<file path="src/rtl/usb_line_pkg.sv">
// Shared types for the DP/DM line transceiver: line states, FSM encodings, line decoder.
package usb_line_pkg;

  typedef enum logic [1:0] {LS_J, LS_K, LS_SE0, LS_SE1} line_state_e;

  typedef logic [1:0] tx_state_e;
  localparam tx_state_e T_IDLE = 2'd0;
  localparam tx_state_e T_DATA = 2'd1;
  localparam tx_state_e T_SE0  = 2'd2;
  localparam tx_state_e T_J    = 2'd3;

  typedef logic [1:0] rx_state_e;
  localparam rx_state_e R_IDLE   = 2'd0;
  localparam rx_state_e R_DATA   = 2'd1;
  localparam rx_state_e R_EOP    = 2'd2;
  localparam rx_state_e R_WAIT_J = 2'd3;

  function automatic line_state_e decode_line(input logic dp, input logic dm);
    case ({dp, dm})
      2'b10:   return LS_J;
      2'b01:   return LS_K;
      2'b00:   return LS_SE0;
      default: return LS_SE1;
    endcase
  endfunction

endpackage

</file>
<file path="src/rtl/usb_line_if.sv">
// Encoder/decoder handshake and DP/DM line signals; master is the transceiver side.
interface usb_line_if #(parameter int LEN_W = 8);
  logic             tx_start;
  logic [LEN_W-1:0] tx_len;
  logic             tx_bit;
  logic             tx_bit_req;
  logic             tx_busy;
  logic             tx_done;
  logic             rx_en;
  logic             rx_bit;
  logic             rx_valid;
  logic             rx_eop;
  logic             rx_err;
  logic             rx_timeout;
  logic             dp_r;
  logic             dm_r;
  logic             dp_w;
  logic             dm_w;
  logic             oe;

  modport master (
    input  tx_start, tx_len, tx_bit, rx_en, dp_r, dm_r,
    output tx_bit_req, tx_busy, tx_done, rx_bit, rx_valid, rx_eop, rx_err, rx_timeout,
           dp_w, dm_w, oe
  );

  modport slave (
    output tx_start, tx_len, tx_bit, rx_en, dp_r, dm_r,
    input  tx_bit_req, tx_busy, tx_done, rx_bit, rx_valid, rx_eop, rx_err, rx_timeout,
           dp_w, dm_w, oe
  );
endinterface

</file>
<file path="src/rtl/usb_line_xcvr_rx.sv">
// Receive-side packet tracker; outputs are Mealy so a K is reported in the cycle it appears.
module usb_line_rx
  import usb_line_pkg::*;
#(
  parameter int MAX_PKT_BITS = 128,
  parameter int LEN_W        = $clog2(MAX_PKT_BITS + 1),
  parameter int EOP_SE0      = 2,
  parameter int RX_TIMEOUT   = 18
) (
  input  logic clk,
  input  logic rst,
  input  logic active,
  input  logic dp,
  input  logic dm,
  output logic rx_bit,
  output logic rx_valid,
  output logic rx_eop,
  output logic rx_err,
  output logic rx_timeout
);

  localparam logic [LEN_W-1:0] MAX_BITS = LEN_W'(MAX_PKT_BITS);
  localparam logic [LEN_W-1:0] SE0_MAX  = LEN_W'(EOP_SE0);
  localparam logic [LEN_W-1:0] TO_LIM   = LEN_W'(RX_TIMEOUT);

  line_state_e      line;
  rx_state_e        state, state_nx;
  logic [LEN_W-1:0] bit_cnt, bit_nx, bit_inc;
  logic [LEN_W-1:0] se0_cnt, se0_nx, se0_inc;
  logic [LEN_W-1:0] to_cnt, to_nx, to_inc;

  assign line = decode_line(dp, dm);

  // Counters hold at all-ones rather than wrapping.
  assign bit_inc = (bit_cnt == '1) ? bit_cnt : bit_cnt + LEN_W'(1);
  assign se0_inc = (se0_cnt == '1) ? se0_cnt : se0_cnt + LEN_W'(1);
  assign to_inc  = (to_cnt  == '1) ? to_cnt  : to_cnt  + LEN_W'(1);

  always_comb begin
    state_nx   = state;
    bit_nx     = bit_cnt;
    se0_nx     = se0_cnt;
    to_nx      = to_cnt;
    rx_bit     = 1'b0;
    rx_valid   = 1'b0;
    rx_eop     = 1'b0;
    rx_err     = 1'b0;
    rx_timeout = 1'b0;
    if (!active) begin
      state_nx = R_IDLE;
      bit_nx   = '0;
      se0_nx   = '0;
      to_nx    = '0;
    end else begin
      case (state)
        R_IDLE: begin
          if (line == LS_K) begin
            state_nx = R_DATA;
            rx_valid = 1'b1;
            rx_bit   = dp;
            bit_nx   = LEN_W'(1);
            to_nx    = '0;
          end else if (to_inc == TO_LIM) begin
            rx_timeout = 1'b1;
            to_nx      = '0;
          end else begin
            to_nx = to_inc;
          end
        end
        R_DATA: begin
          case (line)
            LS_J, LS_K: begin
              // A further bit after a full-length packet is an overrun.
              if (bit_cnt >= MAX_BITS) begin
                rx_err   = 1'b1;
                state_nx = R_WAIT_J;
              end else begin
                rx_valid = 1'b1;
                rx_bit   = dp;
                bit_nx   = bit_inc;
              end
            end
            LS_SE0: begin
              state_nx = R_EOP;
              se0_nx   = LEN_W'(1);
            end
            default: begin
              rx_err   = 1'b1;
              state_nx = R_WAIT_J;
            end
          endcase
        end
        R_EOP: begin
          case (line)
            LS_SE0: begin
              if (se0_inc > SE0_MAX) begin
                rx_err   = 1'b1;
                state_nx = R_WAIT_J;
              end else begin
                se0_nx = se0_inc;
              end
            end
            LS_J: begin
              rx_eop   = 1'b1;
              state_nx = R_IDLE;
              to_nx    = '0;
            end
            default: begin
              rx_err   = 1'b1;
              state_nx = R_WAIT_J;
            end
          endcase
        end
        default: begin
          if (line == LS_J) begin
            state_nx = R_IDLE;
            to_nx    = '0;
          end
        end
      endcase
    end
  end

  always_ff @(posedge clk or posedge rst) begin
    if (rst) begin
      state   <= R_IDLE;
      bit_cnt <= '0;
      se0_cnt <= '0;
      to_cnt  <= '0;
    end else begin
      state   <= state_nx;
      bit_cnt <= bit_nx;
      se0_cnt <= se0_nx;
      to_cnt  <= to_nx;
    end
  end

endmodule

</file>
<file path="src/rtl/usb_line_xcvr.sv">
// Host-side DP/DM line stage: TX framing FSM with EOP generation, plus the gated RX tracker.
module usb_line_xcvr
  import usb_line_pkg::*;
#(
  parameter int MAX_PKT_BITS = 128,
  parameter int LEN_W        = $clog2(MAX_PKT_BITS + 1),
  parameter int EOP_SE0      = 2,
  parameter int EOP_J        = 1,
  parameter int RX_TIMEOUT   = 18
) (
  input logic        clk,
  input logic        rst,
  usb_line_if.master bus
);

  localparam logic [LEN_W-1:0] MAX_LEN = LEN_W'(MAX_PKT_BITS);
  localparam logic [LEN_W-1:0] SE0_LEN = LEN_W'(EOP_SE0);
  localparam logic [LEN_W-1:0] J_LEN   = LEN_W'(EOP_J);

  tx_state_e        tx_state;
  logic [LEN_W-1:0] tx_cnt, tx_cnt_inc, tx_len_r, len_clamped;
  logic             tx_busy, rx_active;
  logic             dp_out, dm_out, oe_out, req_out;

  assign len_clamped = (bus.tx_len > MAX_LEN) ? MAX_LEN : bus.tx_len;
  assign tx_cnt_inc  = (tx_cnt == '1) ? tx_cnt : tx_cnt + LEN_W'(1);
  assign tx_busy     = (tx_state != T_IDLE);

  always_ff @(posedge clk or posedge rst) begin
    if (rst) begin
      tx_state <= T_IDLE;
      tx_cnt   <= '0;
      tx_len_r <= '0;
    end else begin
      case (tx_state)
        T_IDLE: begin
          if (bus.tx_start && (bus.tx_len != '0)) begin
            tx_state <= T_DATA;
            tx_cnt   <= '0;
            tx_len_r <= len_clamped;
          end
        end
        T_DATA: begin
          if (tx_cnt_inc == tx_len_r) begin
            tx_state <= T_SE0;
            tx_cnt   <= '0;
          end else begin
            tx_cnt <= tx_cnt_inc;
          end
        end
        T_SE0: begin
          if (tx_cnt_inc == SE0_LEN) begin
            tx_state <= T_J;
            tx_cnt   <= '0;
          end else begin
            tx_cnt <= tx_cnt_inc;
          end
        end
        default: begin
          if (tx_cnt_inc == J_LEN) begin
            tx_state <= T_IDLE;
            tx_cnt   <= '0;
          end else begin
            tx_cnt <= tx_cnt_inc;
          end
        end
      endcase
    end
  end

  // Line drive follows the state register directly so a reset returns the bus to J at once.
  always_comb begin
    dp_out  = 1'b1;
    dm_out  = 1'b0;
    oe_out  = 1'b0;
    req_out = 1'b0;
    case (tx_state)
      T_DATA: begin
        dp_out  = bus.tx_bit;
        dm_out  = ~bus.tx_bit;
        oe_out  = 1'b1;
        req_out = 1'b1;
      end
      T_SE0: begin
        dp_out = 1'b0;
        dm_out = 1'b0;
        oe_out = 1'b1;
      end
      T_J: oe_out = 1'b1;
      default: ;
    endcase
  end

  assign bus.dp_w       = dp_out;
  assign bus.dm_w       = dm_out;
  assign bus.oe         = oe_out;
  assign bus.tx_bit_req = req_out;
  assign bus.tx_busy    = tx_busy;
  assign bus.tx_done    = (tx_state == T_J) && (tx_cnt_inc == J_LEN);

  // Receiver only listens when a reply is expected and we are not driving the line.
  assign rx_active = bus.rx_en && !tx_busy;

  usb_line_rx #(
    .MAX_PKT_BITS (MAX_PKT_BITS),
    .LEN_W        (LEN_W),
    .EOP_SE0      (EOP_SE0),
    .RX_TIMEOUT   (RX_TIMEOUT)
  ) u_rx (
    .clk        (clk),
    .rst        (rst),
    .active     (rx_active),
    .dp         (bus.dp_r),
    .dm         (bus.dm_r),
    .rx_bit     (bus.rx_bit),
    .rx_valid   (bus.rx_valid),
    .rx_eop     (bus.rx_eop),
    .rx_err     (bus.rx_err),
    .rx_timeout (bus.rx_timeout)
  );

endmodule

</file>
<file path="src/flat_wrapper.sv">
// flat-port wrapper written by rule: the top's interface ports become plain ports
module usb_line_xcvr_flat import usb_line_pkg::*;
#(
  parameter int MAX_PKT_BITS = 128,
  parameter int LEN_W        = $clog2(MAX_PKT_BITS + 1),
  parameter int EOP_SE0      = 2,
  parameter int EOP_J        = 1,
  parameter int RX_TIMEOUT   = 18
)
  (clk, rst, bus_tx_start, bus_tx_len, bus_tx_bit, bus_rx_en, bus_dp_r, bus_dm_r, bus_tx_bit_req, bus_tx_busy, bus_tx_done, bus_rx_bit, bus_rx_valid, bus_rx_eop, bus_rx_err, bus_rx_timeout, bus_dp_w, bus_dm_w, bus_oe);
  usb_line_if #(.LEN_W(LEN_W)) bus_i ();
  input logic clk;
  input logic rst;
  input wire logic [$bits(bus_i.tx_start)-1:0] bus_tx_start;
  input wire logic [$bits(bus_i.tx_len)-1:0] bus_tx_len;
  input wire logic [$bits(bus_i.tx_bit)-1:0] bus_tx_bit;
  input wire logic [$bits(bus_i.rx_en)-1:0] bus_rx_en;
  input wire logic [$bits(bus_i.dp_r)-1:0] bus_dp_r;
  input wire logic [$bits(bus_i.dm_r)-1:0] bus_dm_r;
  output wire logic [$bits(bus_i.tx_bit_req)-1:0] bus_tx_bit_req;
  output wire logic [$bits(bus_i.tx_busy)-1:0] bus_tx_busy;
  output wire logic [$bits(bus_i.tx_done)-1:0] bus_tx_done;
  output wire logic [$bits(bus_i.rx_bit)-1:0] bus_rx_bit;
  output wire logic [$bits(bus_i.rx_valid)-1:0] bus_rx_valid;
  output wire logic [$bits(bus_i.rx_eop)-1:0] bus_rx_eop;
  output wire logic [$bits(bus_i.rx_err)-1:0] bus_rx_err;
  output wire logic [$bits(bus_i.rx_timeout)-1:0] bus_rx_timeout;
  output wire logic [$bits(bus_i.dp_w)-1:0] bus_dp_w;
  output wire logic [$bits(bus_i.dm_w)-1:0] bus_dm_w;
  output wire logic [$bits(bus_i.oe)-1:0] bus_oe;
  assign bus_i.tx_start = bus_tx_start;
  assign bus_i.tx_len = bus_tx_len;
  assign bus_i.tx_bit = bus_tx_bit;
  assign bus_i.rx_en = bus_rx_en;
  assign bus_i.dp_r = bus_dp_r;
  assign bus_i.dm_r = bus_dm_r;
  assign bus_tx_bit_req = bus_i.tx_bit_req;
  assign bus_tx_busy = bus_i.tx_busy;
  assign bus_tx_done = bus_i.tx_done;
  assign bus_rx_bit = bus_i.rx_bit;
  assign bus_rx_valid = bus_i.rx_valid;
  assign bus_rx_eop = bus_i.rx_eop;
  assign bus_rx_err = bus_i.rx_err;
  assign bus_rx_timeout = bus_i.rx_timeout;
  assign bus_dp_w = bus_i.dp_w;
  assign bus_dm_w = bus_i.dm_w;
  assign bus_oe = bus_i.oe;
  usb_line_xcvr #(.MAX_PKT_BITS(MAX_PKT_BITS), .LEN_W(LEN_W), .EOP_SE0(EOP_SE0), .EOP_J(EOP_J), .RX_TIMEOUT(RX_TIMEOUT)) u_core (.clk(clk), .rst(rst), .bus(bus_i));
endmodule
</file>
<file path="config.mk">
export PLATFORM = sky130hd
export DESIGN_NAME = usb_line_xcvr_flat
export DESIGN_NICKNAME = d
export VERILOG_FILES = /design/src/rtl/usb_line_pkg.sv /design/src/rtl/usb_line_if.sv /design/src/rtl/usb_line_xcvr_rx.sv /design/src/rtl/usb_line_xcvr.sv /design/src/flat_wrapper.sv
export SDC_FILE = /design/constraint.sdc
export NUM_CORES = 1
export LEC_CHECK = 0
export BUFFER_PORTS_ARGS = -buffer_cell sky130_fd_sc_hd__clkbuf_2
export CORE_UTILIZATION = 65
export DETAILED_ROUTE_END_ITERATION = 6
export PLACE_DENSITY = 0.85
export SKIP_LAST_GASP = 1
export SYNTH_ARGS = -nofsm -noshare
export SYNTH_HDL_FRONTEND = slang
export SYNTH_SLANG_ARGS = --single-unit
</file>
<file path="constraint.sdc">
create_clock -name clk -period 4.1 [get_ports clk]
set_input_delay 0.82 -clock clk [delete_from_list [all_inputs] [get_ports clk]]
set_output_delay 0.82 -clock clk [all_outputs]
set_load 0.005 [all_outputs]
</file>
==> results of run 1 <==
==> where the power goes <==
part | internal [mW] | switching, mW
clock network | 0.150 | 0.142
logic | 0.296 | 0.432
registers | 0.495 | 0.111
==> metrics by stage <==
step	utilization [%]	instances	setup slack, ns
final	71.8	482	0.644
after global routing	71.8	482	0.414
after CTS	71.8	482	0.644
after detailed placement	69.9	475	0.936
after global placement	69.9	475	1.04
after floorplan	-	395	1.30
==> cell usage after synthesis (6+ instances only) <==
library cell / number
nor3_1: 7
nand2b_1: 11
nand4_1: 11
o21ai_0: 30
mux2i_1: 7
and3_1: 11
and2_1: 10
nand2_1: 33
buf_4: 6
ha_1: 21
nor2_1: 27
inv_1: 25
dfrtp_1: 44
a21oi_1: 19
nand3_1: 15
xor2_1: 6
==> logic make-up (layout without fill, tap and decap cells) <==
logic type,after synthesis,after routing
multiplexers,11,11
AND/OR/NAND/NOR,162,162
adder cells (fa/ha/maj),21,21
AO/OA/AOI/OAI,105,105
flip-flops,44,44
buffers and inverters,42,59
XOR/XNOR,10,10
==> flip-flops by register name (all words and copies together), names as in the netlist <==
| name | cells |
|---|---|
| u_core.tx_len_r | 8 |
| u_core.u_rx.se0_cnt | 8 |
| u_core.tx_state | 2 |
| u_core.tx_cnt | 8 |
| u_core.u_rx.bit_cnt | 8 |
| u_core.u_rx.state | 2 |
| u_core.u_rx.to_cnt | 8 |
==> final cells by class <==
class	instances	area share [%]
inverter	25	2.56
timing repair buffer	27	3.82
clock buffer	7	2.63
sequential	44	30.0
multi-input combinational	309	58.6
tap	70	2.39
==> metal layers <==
layer	GRT usage (%)	vias up
li1	-	1485
met5	0	-
met1	38.5	1480
met3	5.35	16
met4	14.7	0
met2	52.3	95
==> worst paths after layout <==
check	cells past startpoint	end
worst max-delay path	8	bus_rx_err
worst min-delay path	2	u_core.u_rx.bit_cnt[7]
worst max register to register	8	u_core.tx_state[1]
worst min register to register	2	u_core.u_rx.bit_cnt[7]
max in group asynchronous	3	u_core.u_rx.to_cnt[0]
min in group asynchronous	3	u_core.tx_len_r[7]
==> critical path, cell delays in order, from the launching register on <==
cell and delay [ns]:
dfrtp_1 0.44, ha_1 0.25, and4_1 0.24, nand4_1 0.21, and3b_1 0.25, nor4_2 0.52
o22ai_1 0.13, and4_1 0.21, clkbuf_2 0.10
==> cell usage in the layout, fill, tap and decap left out, types with 4 or more instances in the layout <==
| master | n |
|---|---|
| a211oi_1 | 5 |
| a21oi_1 | 19 |
| and2_1 | 10 |
| and3_1 | 11 |
| and4_1 | 4 |
| clkbuf_2 | 25 |
| clkbuf_8 | 7 |
| dfrtp_1 | 44 |
| ha_1 | 21 |
| inv_1 | 24 |
| mux2i_1 | 7 |
| nand2_1 | 33 |
| nand2b_1 | 11 |
| nand3_1 | 15 |
| nand4_1 | 11 |
| nor2_1 | 27 |
| nor2b_1 | 4 |
| nor3_1 | 7 |
| o21ai_0 | 30 |
| o22ai_1 | 4 |
| o41ai_1 | 4 |
| xnor2_1 | 4 |
| xor2_1 | 6 |
==> metrics.txt, run 1 <==
fin nets 448; DR pass1 iterations 4; cells taking the most area after synthesis dfrtp_1, ha_1, o21ai_0; hold path startpoint u_core.u_rx.bit_cnt[7]; Max Slew Vio Count 0; Post-synth EDFFs 0; met1 WL 3230 microns; Initial Util 67.3%; post-synth top area share 32.0%; YS warnings 0; Design Area, Final 3670 sq um; postcts setup bufs 0; Top Metal Used met4; Synth Flop Type dfrtp_1; largest net degree at the start of global routing 45; Rows 26; Multi-input gate area 2150 sq um; Core ar. 5110 sq um; DR WL met3 360 microns; Buffers on Ports 25; Post-DRT Antenna Nets 0; Worst Hold Slack 0.528 ns; total track usage 30.9%; crit path DAT 2.64 ns; reg2reg start u_core.tx_cnt[0]; Post-CTS Resized 0; sequential area share after synthesis 32.0%; Die Wd 74.7 microns; hold_buf cts 0; Final Hold Viols 0; PwrDens 443 nW/um^2; GRT overflow 0; mux share of post-synthesis cell area 3.35%; share of cells above drive strength 1 13.6%; worst vdd ir 0.244 mV; metal2 WL 3880 microns; Relative slew margins 59.9%; crit path from u_core.u_rx.se0_cnt[0]; Synth Area in Compound Gates 22.1%; startpoint types register; Synth area leader dfrtp_1; flop2flop setup slack 0.92 ns; worst path required time 3.28 ns; Layout fillers 408; WL per Instance 15.9 microns; Lkg Pwr 1.57 nW; gpl congestion 0.947; Remaining DRCs 0; syn_nets 431; Mapped Avg Cell Area 8.70 sq um; # H-tree levels 2; MaxCap Viol Count 0; first-pass GRT wire length 13200 microns; final setup vio count 0; Peak Freq 0.289 GHz; Post-Syn Instances 395; HP Class reg -> reg; Die ar. 5580 sq um; vias 3076; vias per cell 6.38; clock transition at the registers of the reported paths 0.08 ns; Die H 74.7 microns; Netlist cell types 69; Tot Pwr 1.63 mW; I/O pin cnt 26; CP endpoint kind output port; CP Class reg -> out; Clock Path Buffers 2; RSZ-0062 raised after global routing no; CTS Buf Count 5; Synth Area in Adders 7.65%; Post-Route WL 7650 microns; largest family of logic cells by synthesized area simple AND/OR/NAND/NOR gates; register area 1100 sq um; worst-path fanout max 7; synthesized cell area 3440 sq um; post-route minimum period 3.46 ns; Max Clock Skew 0.00952 ns; Least-Margin Pin Slew 0.601 ns; Area Overhead vs Synth 6.74%; vias in the first global route 2930; CTS tree yes; FF+latch count, synth 44; HPWL Detailed 5660 microns; placed inst area 3570 sq um; first-iteration detailed-routing DRC count 222; initial antenna violation count 0; diode count 0; clk root buf clkbuf_8; fin crit share 84.3%; TNS Setup 0 ns; Post-synth ARST share 100%; simple-gate share of the synthesized area 26.9%; Worst-Skew Late Latency 0.30 ns; Post-Synth XOR/XNOR Area 2.55%; clk sinks 44; status finished clean
Power figures use the tool's default switching activity.
==> run 2, diff against run 1 <==
- CORE_UTILIZATION: 65 -> 61
- PLACE_DENSITY: 0.85 -> 0.81
- clock period: 4.1 -> 3.5 ns (I/O delays scaled with it)
==> run 2 against run 1 <==
  * Global-route usage decreased by 3.5 points
  * Sequential share of layout area decreased by 0.092 points
  * Setup slack worse by 0.41 ns
  * Design area increased by 0.31%
  * First-iteration DRC count grew 8.6%
  * Sequential power is 15% higher
==> metrics.txt, run 2 (synthesized netlist as in run 1, its figures left out) <==
status finished clean; Die Wd 77.1 microns; PwrDens 515 nW/um^2; final setup vio count 0; worst-path fanout max 15; Remaining DRCs 0; met3 Usage GRT 4.40%; HPWL Detailed 5440 microns; MaxCap Viol Count 0; switching power 0.819 mW; diode count 0; Peak Freq 0.306 GHz; worst vdd ir 0.271 mV; met1 usage 36.9%; Clk pwr share 17.2%; Non-Filler Instances 485; Net Sw Frac 43.2%; initial antenna violation count 0; GRT overflow 0; Seq pwr share 36.7%; CP endpoint kind output port; Post-DRT Antenna Nets 0; Worst-Skew Late Latency 0.30 ns; first-iteration detailed-routing DRC count 241; # H-tree levels 2; CP Class reg -> out; HP Class in -> async; vias per cell 6.34; first-pass GRT wire length 13100 microns; R2R depth 8; crit path DAT 2.57 ns; RSZ-0062 raised after global routing no; postcts setup bufs 0; DR pass1 iterations 5; met2 Usage GRT 43.8%; clk root buf clkbuf_8; Area Overhead vs Synth 7.06%; CTS tree yes; Least-Margin Pin Slew 0.614 ns; Lkg Pwr 1.57 nW; Final Hold Viols 0; clk sinks 44; Worst Hold Slack 0.256 ns; gpl congestion 0.911; Core ar. 5270 sq um; fin crit share 93.4%; hold_buf cts 0; Clock Path Buffers 2; Post-Route WL 7450 microns; Max Slew Vio Count 0; most frequent cells in the layout dfrtp_1, nand2_1, o21ai_0, nor2_1, clkbuf_2; internal power 1.08 mW; WL per Instance 15.4 microns; startpoint types register; share of cells above drive strength 1 14.2%; post-route minimum period 3.27 ns; TNS Setup 0 ns; Post-CTS Resized 0; Die ar. 5940 sq um; Relative slew margins 59.1%; Buffers on Ports 25; Die H 77.1 microns; Initial Util 65.2%; Placed Instances 477; most common cell after layout, fill and taps aside dfrtp_1; vias in the first global route 2793; flop2flop setup slack 0.32 ns; reg2reg start u_core.tx_cnt[1]; vias 3075; Comb pwr share 46.1%; fin nets 450; FF-to-FF End u_core.tx_state[1]; Max Clock Skew 0.00926 ns; total track usage 27.4%; CTS Buf Count 5; Most Crowded Layer GR met2; clock transition at the registers of the reported paths 0.09 ns; I/O pin cnt 26; largest net degree at the start of global routing 39; worst path required time 2.80 ns; Rows 26
run 2: cell types whose count changed in the layout (fill, tap and decap cells not counted), sizes merged:
cell | previous run | this run
buf | 2 | 4
clkbuf | 32 | 30
clkinvlp | 0 | 2
clkinv | 1 | 2
run 2: power groups by stage:
stage	registers [mW]	logic, mW	clock network [mW]
finish	0.695	0.874	0.326
global route	0.709	0.972	0.361
global placement	0.697	0.843	0
detailed placement	0.703	0.862	0
CTS	0.692	0.869	0.341
floorplan	0.656	0.725	0
run 2: critical path: stages, from the launching register on:
cell,delay (ns)
dfrtp_1,0.54
ha_1,0.62
nand4_4,0.20
o211ai_1,0.26
a221oi_1,0.15
and3_1,0.23
and2_1,0.16
clkbuf_2,0.11
run 2: how the worst max path moves through the flow:
stage,startpoint,endpoint,slack [ns]
after floorplan,u_core.u_rx.se0_cnt[0],bus_rx_err,0.82
after global placement,u_core.tx_cnt[1],u_core.tx_state[1],0.48
after detailed placement,u_core.tx_cnt[1],u_core.tx_state[1],0.38
after CTS,u_core.tx_cnt[1],bus_tx_done,0.25
after global routing,u_core.tx_cnt[1],bus_tx_done,0.04
final,u_core.tx_cnt[1],bus_tx_done,0.23
run 2: cell type report:
cell class,instances,area (sq um)
clock buffers,5,68.8
clock inverters,3,23.8
fillers,442,1590
inverters,25,93.8
multi-input cells,309,2150
flip-flops and latches,44,1100
well taps,70,87.6
repair buffers,29,155
run 2: per-stage QoR:
stage / setup WS, ns / power, mW / cell area, sq um / utilization [%]
final: 0.232 / 1.89 / 3680 / 69.8
after global routing: 0.0422 / 2.04 / 3680 / 69.8
after CTS: 0.251 / 1.90 / 3680 / 69.8
after detailed placement: 0.382 / 1.56 / 3590 / 68.0
after global placement: 0.485 / 1.54 / 3590 / 68.0
after floorplan: 0.821 / 1.38 / 3440 / -
run 2: layer usage:
metal | wire, microns | vias up
met5 | 0 | -
met4 | 175 | 0
met3 | 333 | 16
met2 | 3560 | 82
met1 | 3380 | 1482
li1 | - | 1495
